## src/rtl/mmul_pkg.sv

```systemverilog
// Shared definitions for the Montgomery-multiplier operand register controllers:
// command opcodes, controller state encoding and default operand geometry.
package mmul_pkg;

    localparam int MMUL_WORD_W = 16;
    localparam int MMUL_NWORDS = 16;

    localparam logic [1:0] OP_LOAD = 2'b00;
    localparam logic [1:0] OP_ROT  = 2'b01;
    localparam logic [1:0] OP_SHL  = 2'b10;
    localparam logic [1:0] OP_NOP  = 2'b11;

    typedef enum logic [2:0] {
        IDLE = 3'd0,
        LOAD = 3'd1,
        ROT  = 3'd2,
        SHL  = 3'd3,
        FIN  = 3'd4
    } state_t;

endpackage

```

## src/rtl/mmul_regb_strobe.sv

```systemverilog
// Combinational decode of controller state and stream handshakes into the
// operand register write/rotate/left-shift strobes.
module mmul_regb_strobe
    import mmul_pkg::*;
(
    input  logic [2:0] state,
    input  logic       din_valid,
    input  logic       din_ready,
    input  logic       dout_valid,
    input  logic       dout_ready,
    input  logic       shl_nz,
    output logic       we,
    output logic       sel_cyc,
    output logic       sel_ls
);

    logic load_hs;
    logic rot_hs;
    logic shl_step;

    assign load_hs  = (state == LOAD) && din_valid && din_ready;
    assign rot_hs   = (state == ROT) && dout_valid && dout_ready;
    assign shl_step = (state == SHL) && shl_nz;

    // Rotate and shift are decoded from disjoint states, so they never overlap.
    assign we      = load_hs || rot_hs || shl_step;
    assign sel_cyc = rot_hs;
    assign sel_ls  = shl_step;

endmodule

```

## src/rtl/mmul_regb.sv

```systemverilog
// Top: mmul_regb_ctrl, sequencer for the 257-bit operand-B shift register.
// Optional stall counter output enabled by macro MMUL_REGB_CTRL_PERF_EN.
module mmul_regb_ctrl
    import mmul_pkg::*;
#(
    parameter int WORD_W = MMUL_WORD_W,
    parameter int NWORDS = MMUL_NWORDS,
    parameter int SHL_W  = 9
) (
    input  logic              clk,
    input  logic              rst_n,
    input  logic              cmd_valid,
    output logic              cmd_ready,
    input  logic [1:0]        cmd_op,
    input  logic [SHL_W-1:0]  cmd_len,
    input  logic              din_valid,
    output logic              din_ready,
    input  logic [WORD_W-1:0] din_data,
    output logic              dout_valid,
    input  logic              dout_ready,
    output logic [WORD_W-1:0] dout_data,
    output logic [WORD_W-1:0] reg_regin,
    output logic              reg_we,
    output logic              reg_sel_cyc,
    output logic              reg_sel_ls,
    input  logic [WORD_W-1:0] reg_regout,
    input  logic              reg_b256,
`ifdef MMUL_REGB_CTRL_PERF_EN
    output logic [15:0]       stall_cnt,
`endif
    output logic              done,
    output logic              ovf
);

    localparam int CNT_W = $clog2(NWORDS + 1);
    localparam logic [CNT_W-1:0] LAST_BEAT = CNT_W'(NWORDS - 1);

    state_t           state;
    logic [1:0]       op_q;
    logic [CNT_W-1:0] beat_cnt;
    logic [SHL_W-1:0] shl_cnt;
    logic             din_hs;
    logic             dout_hs;
    logic             accept;

    assign din_hs  = din_valid && din_ready;
    assign dout_hs = dout_valid && dout_ready;
    assign accept  = cmd_valid && cmd_ready;

    assign reg_regin = din_data;
    assign dout_data = reg_regout;

    mmul_regb_strobe u_strobe (
        .state      (state),
        .din_valid  (din_valid),
        .din_ready  (din_ready),
        .dout_valid (dout_valid),
        .dout_ready (dout_ready),
        .shl_nz     (shl_cnt != '0),
        .we         (reg_we),
        .sel_cyc    (reg_sel_cyc),
        .sel_ls     (reg_sel_ls)
    );

    always_ff @(posedge clk or negedge rst_n) begin
        if (!rst_n) begin
            state      <= IDLE;
            op_q       <= OP_NOP;
            beat_cnt   <= '0;
            shl_cnt    <= '0;
            cmd_ready  <= 1'b1;
            din_ready  <= 1'b0;
            dout_valid <= 1'b0;
            done       <= 1'b0;
            ovf        <= 1'b0;
        end else begin
            done <= 1'b0;
            case (state)
                IDLE: begin
                    if (accept) begin
                        op_q      <= cmd_op;
                        beat_cnt  <= '0;
                        shl_cnt   <= cmd_len;
                        cmd_ready <= 1'b0;
                        case (cmd_op)
                            OP_LOAD: begin
                                state     <= LOAD;
                                din_ready <= 1'b1;
                                ovf       <= 1'b0;
                            end
                            OP_ROT: begin
                                state      <= ROT;
                                dout_valid <= 1'b1;
                            end
                            OP_SHL: begin
                                if (cmd_len != '0) begin
                                    state <= SHL;
                                end else begin
                                    state <= FIN;
                                    done  <= 1'b1;
                                end
                            end
                            default: begin
                                state <= FIN;
                                done  <= 1'b1;
                            end
                        endcase
                    end
                end
                LOAD: begin
                    if (din_hs) begin
                        beat_cnt <= beat_cnt + CNT_W'(1);
                        if (beat_cnt == LAST_BEAT) begin
                            state     <= FIN;
                            din_ready <= 1'b0;
                            done      <= 1'b1;
                        end
                    end
                end
                ROT: begin
                    if (dout_hs) begin
                        beat_cnt <= beat_cnt + CNT_W'(1);
                        if (beat_cnt == LAST_BEAT) begin
                            state      <= FIN;
                            dout_valid <= 1'b0;
                            done       <= 1'b1;
                        end
                    end
                end
                SHL: begin
                    shl_cnt <= shl_cnt - SHL_W'(1);
                    if (shl_cnt == SHL_W'(1)) begin
                        state <= FIN;
                        done  <= 1'b1;
                    end
                end
                FIN: begin
                    state     <= IDLE;
                    cmd_ready <= 1'b1;
                    // The last shift has landed by now, so bit 256 is final.
                    if (op_q == OP_SHL) begin
                        ovf <= ovf | reg_b256;
                    end
                end
                default: begin
                    state      <= IDLE;
                    cmd_ready  <= 1'b1;
                    din_ready  <= 1'b0;
                    dout_valid <= 1'b0;
                end
            endcase
        end
    end

`ifdef MMUL_REGB_CTRL_PERF_EN
    logic stall;

    assign stall = ((state == LOAD) && !din_valid) || ((state == ROT) && !dout_ready);

    always_ff @(posedge clk or negedge rst_n) begin
        if (!rst_n) begin
            stall_cnt <= '0;
        end else if (accept) begin
            stall_cnt <= '0;
        end else if (stall && (stall_cnt != 16'hFFFF)) begin
            stall_cnt <= stall_cnt + 16'd1;
        end
    end
`endif

endmodule
```

## config.mk

```make
export PLATFORM = sky130hd
export DESIGN_NAME = mmul_regb_ctrl
export DESIGN_NICKNAME = d
export VERILOG_FILES = /design/src/rtl/mmul_pkg.sv /design/src/rtl/mmul_regb_strobe.sv /design/src/rtl/mmul_regb.sv
export SDC_FILE = /design/constraint.sdc
export NUM_CORES = 1
export LEC_CHECK = 0
export BUFFER_PORTS_ARGS = -buffer_cell sky130_fd_sc_hd__buf_2
export CAP_MARGIN = 20
export CORE_ASPECT_RATIO = 1.2
export CORE_UTILIZATION = 48
export DETAILED_ROUTE_END_ITERATION = 6
export PLACE_DENSITY_LB_ADDON = 0.1
export SLEW_MARGIN = 20
export SYNTH_ARGS = -nofsm -noshare
export SYNTH_HDL_FRONTEND = slang
export SYNTH_SLANG_ARGS = --single-unit
export TNS_END_PERCENT = 50
```

## constraint.sdc

```tcl
create_clock -name clk -period 2.9 [get_ports clk]
set_input_delay 0.58 -clock clk [delete_from_list [all_inputs] [get_ports clk]]
set_output_delay 0.58 -clock clk [all_outputs]
set_load 0.005 [all_outputs]
```

* Word level (Yosys, flattened, before mapping)
Index checks and enable logic that the tools add are counted.
** Cells by class
- Add/subtract/negate cells :: 2
- Bitwise logic cells :: 4
- Muxes and demuxes :: 37
- Reduce and logical (&&, ||, !) cells :: 29
- Equality and inequality tests :: 18
** Operators with widths (count)
- $mux 3 :: 6
- $pmux 9 s2 :: 1
- $reduce_bool 9->1 :: 2
- $mux 1 :: 17
- $mux 5 :: 3
- $pmux 5 s3 :: 1
- $ne 2x2->1 const B :: 7
- $pmux 3 s4 :: 1
- $reduce_and 4->1 :: 3
- $reduce_and 5->1 :: 2
- $eq 9x1->1 const B :: 1
- $mux 9 :: 1
- $pmux 3 s3 :: 1
- $reduce_or 3->1 :: 3
- $sub 9x1->9 const B :: 1
- $logic_and 1x1->1 :: 8
- $eq 3x2->1 const B :: 2
- $pmux 1 s2 :: 3
- $pmux 1 s3 :: 2
- $reduce_and 2->1 :: 3
- $add 5x1->5 const B :: 1
- $eq 5x4->1 const B :: 1
- $eq 2x2->1 const B :: 2
- $ne 2x1->1 const B :: 2
- other kinds (12) :: 16
** Word-level totals
- Bits in registers :: 24
- Word-level logic and storage cells :: 99
- Output and inout bits :: 40
- Bits of input ports :: 49

* Depth between registers and ports, before layout
- Word-level depth :: 5
- Depth in mapped cells :: 7
- Gate-level depth less buffers :: 7

* By module
From an unflattened synthesis, not the netlist that was laid out.
** Second synthesis, totals
- Cell total of the unflattened synthesis :: 194
- Area, all modules :: 1724.2 um2
** Modules (own cells, without submodules)
- mmul_regb_ctrl :: area each 1674.1 um2, sequential area each 604.3 um2, instances 1, cells each 186
- mmul_regb_strobe :: area each 50.0 um2, sequential area each 0.0 um2, instances 1, cells each 8

* Least setup slack after synthesis
No wires, ideal clock.
- Kind :: reg2out
- From :: register shl_cnt[3]
- To :: output reg_we
- Setup slack :: 1.034 ns
- Arrival :: 1.286 ns
- Buffers on the path :: 1
- Data required time :: 2.320 ns
- Stages on the path, launching flop included :: 5
- Path through :: dfrtp_1 > clkbuf_1 > nor4_2 > a31oi_1 > or2_1
** Between the ends
- Word-level cells in the longest chain between the ends :: 3
** RTL lines
- start, declared :: line mmul_regb.sv:41 : logic [SHL_W-1:0] shl_cnt;
- start signal, assigned :: line mmul_regb.sv:83 : shl_cnt <= cmd_len;
- start signal, assigned :: line mmul_regb.sv:131 : shl_cnt <= shl_cnt - SHL_W'(1);
- $reduce_bool 9->1 :: line mmul_regb.sv:59 : .shl_nz (shl_cnt != '0),
- $logic_and 1x1->1 :: line mmul_regb_strobe.sv:23 : assign shl_step = (state == SHL) && shl_nz;
- named net reg_sel_ls :: line mmul_regb.sv:25 : output logic reg_sel_ls,
- $logic_or 1x1->1 :: line mmul_regb_strobe.sv:26 : assign we = load_hs || rot_hs || shl_step;
- end, declared :: line mmul_regb.sv:23 : output logic reg_we,
The timed path passes the listed nets, and every way through them passes these cells.

* Worst setup path after layout
- From :: register shl_cnt[3]
- To :: output reg_we
** Between the ends
- Word-level cells in the longest chain between the ends :: 3
** RTL lines (line)
- $reduce_bool 9->1 :: mmul_regb.sv:59
- $logic_and 1x1->1 :: mmul_regb_strobe.sv:23
- $logic_or 1x1->1 :: mmul_regb_strobe.sv:26
Every way passes these cells.

==> results.cfg <==
[die]
initial_core_util_pct = 50.1
dieWidth_um = 55.7
dieArea_mm2 = 0.00370
rows = 23
coreArea_mm2 = 0.00331
io_pins = 89
die_y_um = 66.4

[logic_synthesis]
async_flop_share_pct = 100
ys_types = 51
synth_cells = 188
ys_warn_count = 0
yosysSeqAreaShare_pct = 36.4
ys.flop_type = dfrtp_1
synthesis.area_mm2 = 0.00166
synth_edf_count = 0
synth_nets = 242
synth_seq_cells = 24
syn_area_per_cell_um2 = 8.82

[power]
swShare_pct = 38.1
power.density_mw_per_mm2 = 827
power_mw = 1.32
p_sw_mw = 0.504
p_leak_nw = 0.675
internal-power_mw = 0.821
worst_ir_drop_vdd_v = 0.000475
clkPwrFrac_pct = 16.8
pwr-share-comb_pct = 35.8
seq_power_share_pct = 47.4

[sta]
max_slew_margin_pct = 60.4
clock_skew_ns = 0.00236
max_freq_mhz = 431
period_needed_ns = 2.32
period_share_pct = 80.0
finalSetupTns_ns = 0
rsz0062_at_grt = no
drv_slew = 0
post-route-worst-setup-slack_ns = 0.579
timing.final.hold_violations = 0
finalSetupViolations = 0
tightest_slew_ns = 0.594

[detailed_routing]
route.met3.wl_um = 270
wl_um = 3560
drt-met1-wl_um = 1460
met2_length_um = 1760
dr.pass1.iters = 4
wl_per_cell_um = 16.6
ant_nets = 0
drc = 0
via_per_inst = 6.10
drt-initial-drc-count = 25
top_layer_used = met4
vias = 1305

[final_layout]
drive_above_1_share_pct = 21.5
nets = 232
final_common_cell = buf_2
syn_to_final_growth_pct = -3.39
layout_common_cells = buf_2 (24), dfrtp_1 (21), nand2_1 (20)
antenna_cells = 0
final_util_pct = 48.4
fin_cells = 214
fillers = 331

[placed_design]
port_buffers = 24
place_congestion = 0.836
placed_cells = 210
dp_slack_ns = 0.881
hpwl_um = 2770

[global_routing]
grt_use_total_pct = 20.3
grt_overflow_total = 0
grt_max_degree = 25
grt_pass1_vias = 1273
antenna_found_initial = 0
grt_pass1_wl_um = 5890

[setup_path]
cp_max_fo = 8
worstSetupEndpoint = reg_we
cp-start-kind = flop
r2r-start = state[2]
critical_path.startpoint = shl_cnt[3]
reg2reg_depth = 4
crit_arrival_ns = 1.74
reg2reg_to = shl_cnt[6]
path_class = reg -> out
cp-end-kind = output port
reg2reg_setup_slack_ns = 1.03
required_ns = 2.32

[clock_tree]
ctsResizeCount = 0
numCtsBuffers = 3
cts_sinks = 24
post_cts_buffers = 0
clkSlewWorstSetupHoldPaths_ns = 0.08
cts_tree = yes
cts_max_path_buffers = 2
h-tree-depth = 1
clock_latency_ns = 0.26
root_buffer = clkbuf_8
cts_hold_buf = 0

[run_status]
status = finished clean

[flow_run]
drv_cap = 0

[worst_hold_path]
hp-class = in -> async
[worst min path at each step]
stage	slack, ns	cells after the start	start	endpoint
finish	0.30	1	rst_n	beat_cnt[4]
global route	0.34	1	rst_n	shl_cnt[2]
CTS	0.31	1	rst_n	beat_cnt[4]
detailed placement	0.46	2	op_q[1]	op_q[1]
global placement	0.45	2	op_q[0]	op_q[0]
floorplan	0.28	0	rst_n	beat_cnt[0]
[critical path, cell delays in order, from the launching register on]
cell and delay (ns):
dfrtp_1 0.46, nor4_2 0.49, a31oi_1 0.18, or2_1 0.23, buf_2 0.12
[power by group through the flow]
stage / combinational [mW] / sequential, mW / clock, mW
2_1_floorplan: 0.440 / 0.567 / 0
3_3_place_gp: 0.473 / 0.623 / 0
3_5_place_dp: 0.479 / 0.631 / 0
4_1_cts: 0.482 / 0.624 / 0.233
5_1_grt: 0.541 / 0.650 / 0.244
6_report: 0.474 / 0.628 / 0.222
[cell families after synthesis]
kind of cell               after synthesis  synth area share (%)
and+or+nand+nor                         69                  23.6
buffers and inverters                   46                  18.3
AOI/OAI and AO/OA                       43                  17.3
DFF                                     24                  36.4
adders and majority gates                5                  3.77
xor gates and xnor gates                 1                 0.528
[final cells by class]
type	count	area, um^2	area share, %
inverters	7	26.3	1.64
multi-input cells	118	751	46.8
clock buffers	4	55.1	3.43
well taps	37	46.3	2.89
flip-flops and latches	24	604	37.7
repair buffers	24	120	7.49
[metrics by stage]
step	area (um^2)	hold WS, ns
after global routing	1600	0.339
after CTS	1600	0.309
final	1600	0.296
after global placement	1550	0.449
after floorplan	1660	0.284
after detailed placement	1550	0.458
[flip-flops by register name, indices dropped and copies added, names as in the netlist]
| name | flops |
|---|---|
| ovf | 1 |
| dout_valid | 1 |
| done | 1 |
| beat_cnt | 5 |
| din_ready | 1 |
| op_q | 2 |
| cmd_ready | 1 |
| shl_cnt | 9 |
| state | 3 |
[synthesized netlist by cell type, types with 2 or more instances]
| cell type | number | share of area, % |
|---|---|---|
| a21oi_1 | 11 | 3.3 |
| a22o_1 | 2 | 1.1 |
| a31oi_1 | 2 | 0.75 |
| buf_2 | 3 | 0.90 |
| buf_4 | 32 | 14 |
| clkbuf_1 | 3 | 0.68 |
| dfrtp_1 | 21 | 32 |
| dfstp_2 | 3 | 4.8 |
| ha_1 | 5 | 3.8 |
| inv_1 | 7 | 1.6 |
| nand2_1 | 20 | 4.5 |
| nand3_1 | 5 | 1.5 |
| nand4_1 | 2 | 0.75 |
| nand4b_1 | 3 | 1.6 |
| nor2_1 | 13 | 2.9 |
| nor3_1 | 6 | 1.8 |
| o211ai_1 | 2 | 0.90 |
| o21ai_0 | 10 | 3.0 |
| o21ai_1 | 2 | 0.60 |
| o221ai_1 | 2 | 1.1 |
| o22ai_1 | 2 | 0.75 |
| or3_1 | 3 | 1.1 |
[routing by layer]
metal	global-route usage [%]	vias up
li1	-	617
met1	22.7	608
met2	35.1	72
met3	7.05	8
met4	8.75	0
met5	0	-
Power figures use the tool's default switching activity.
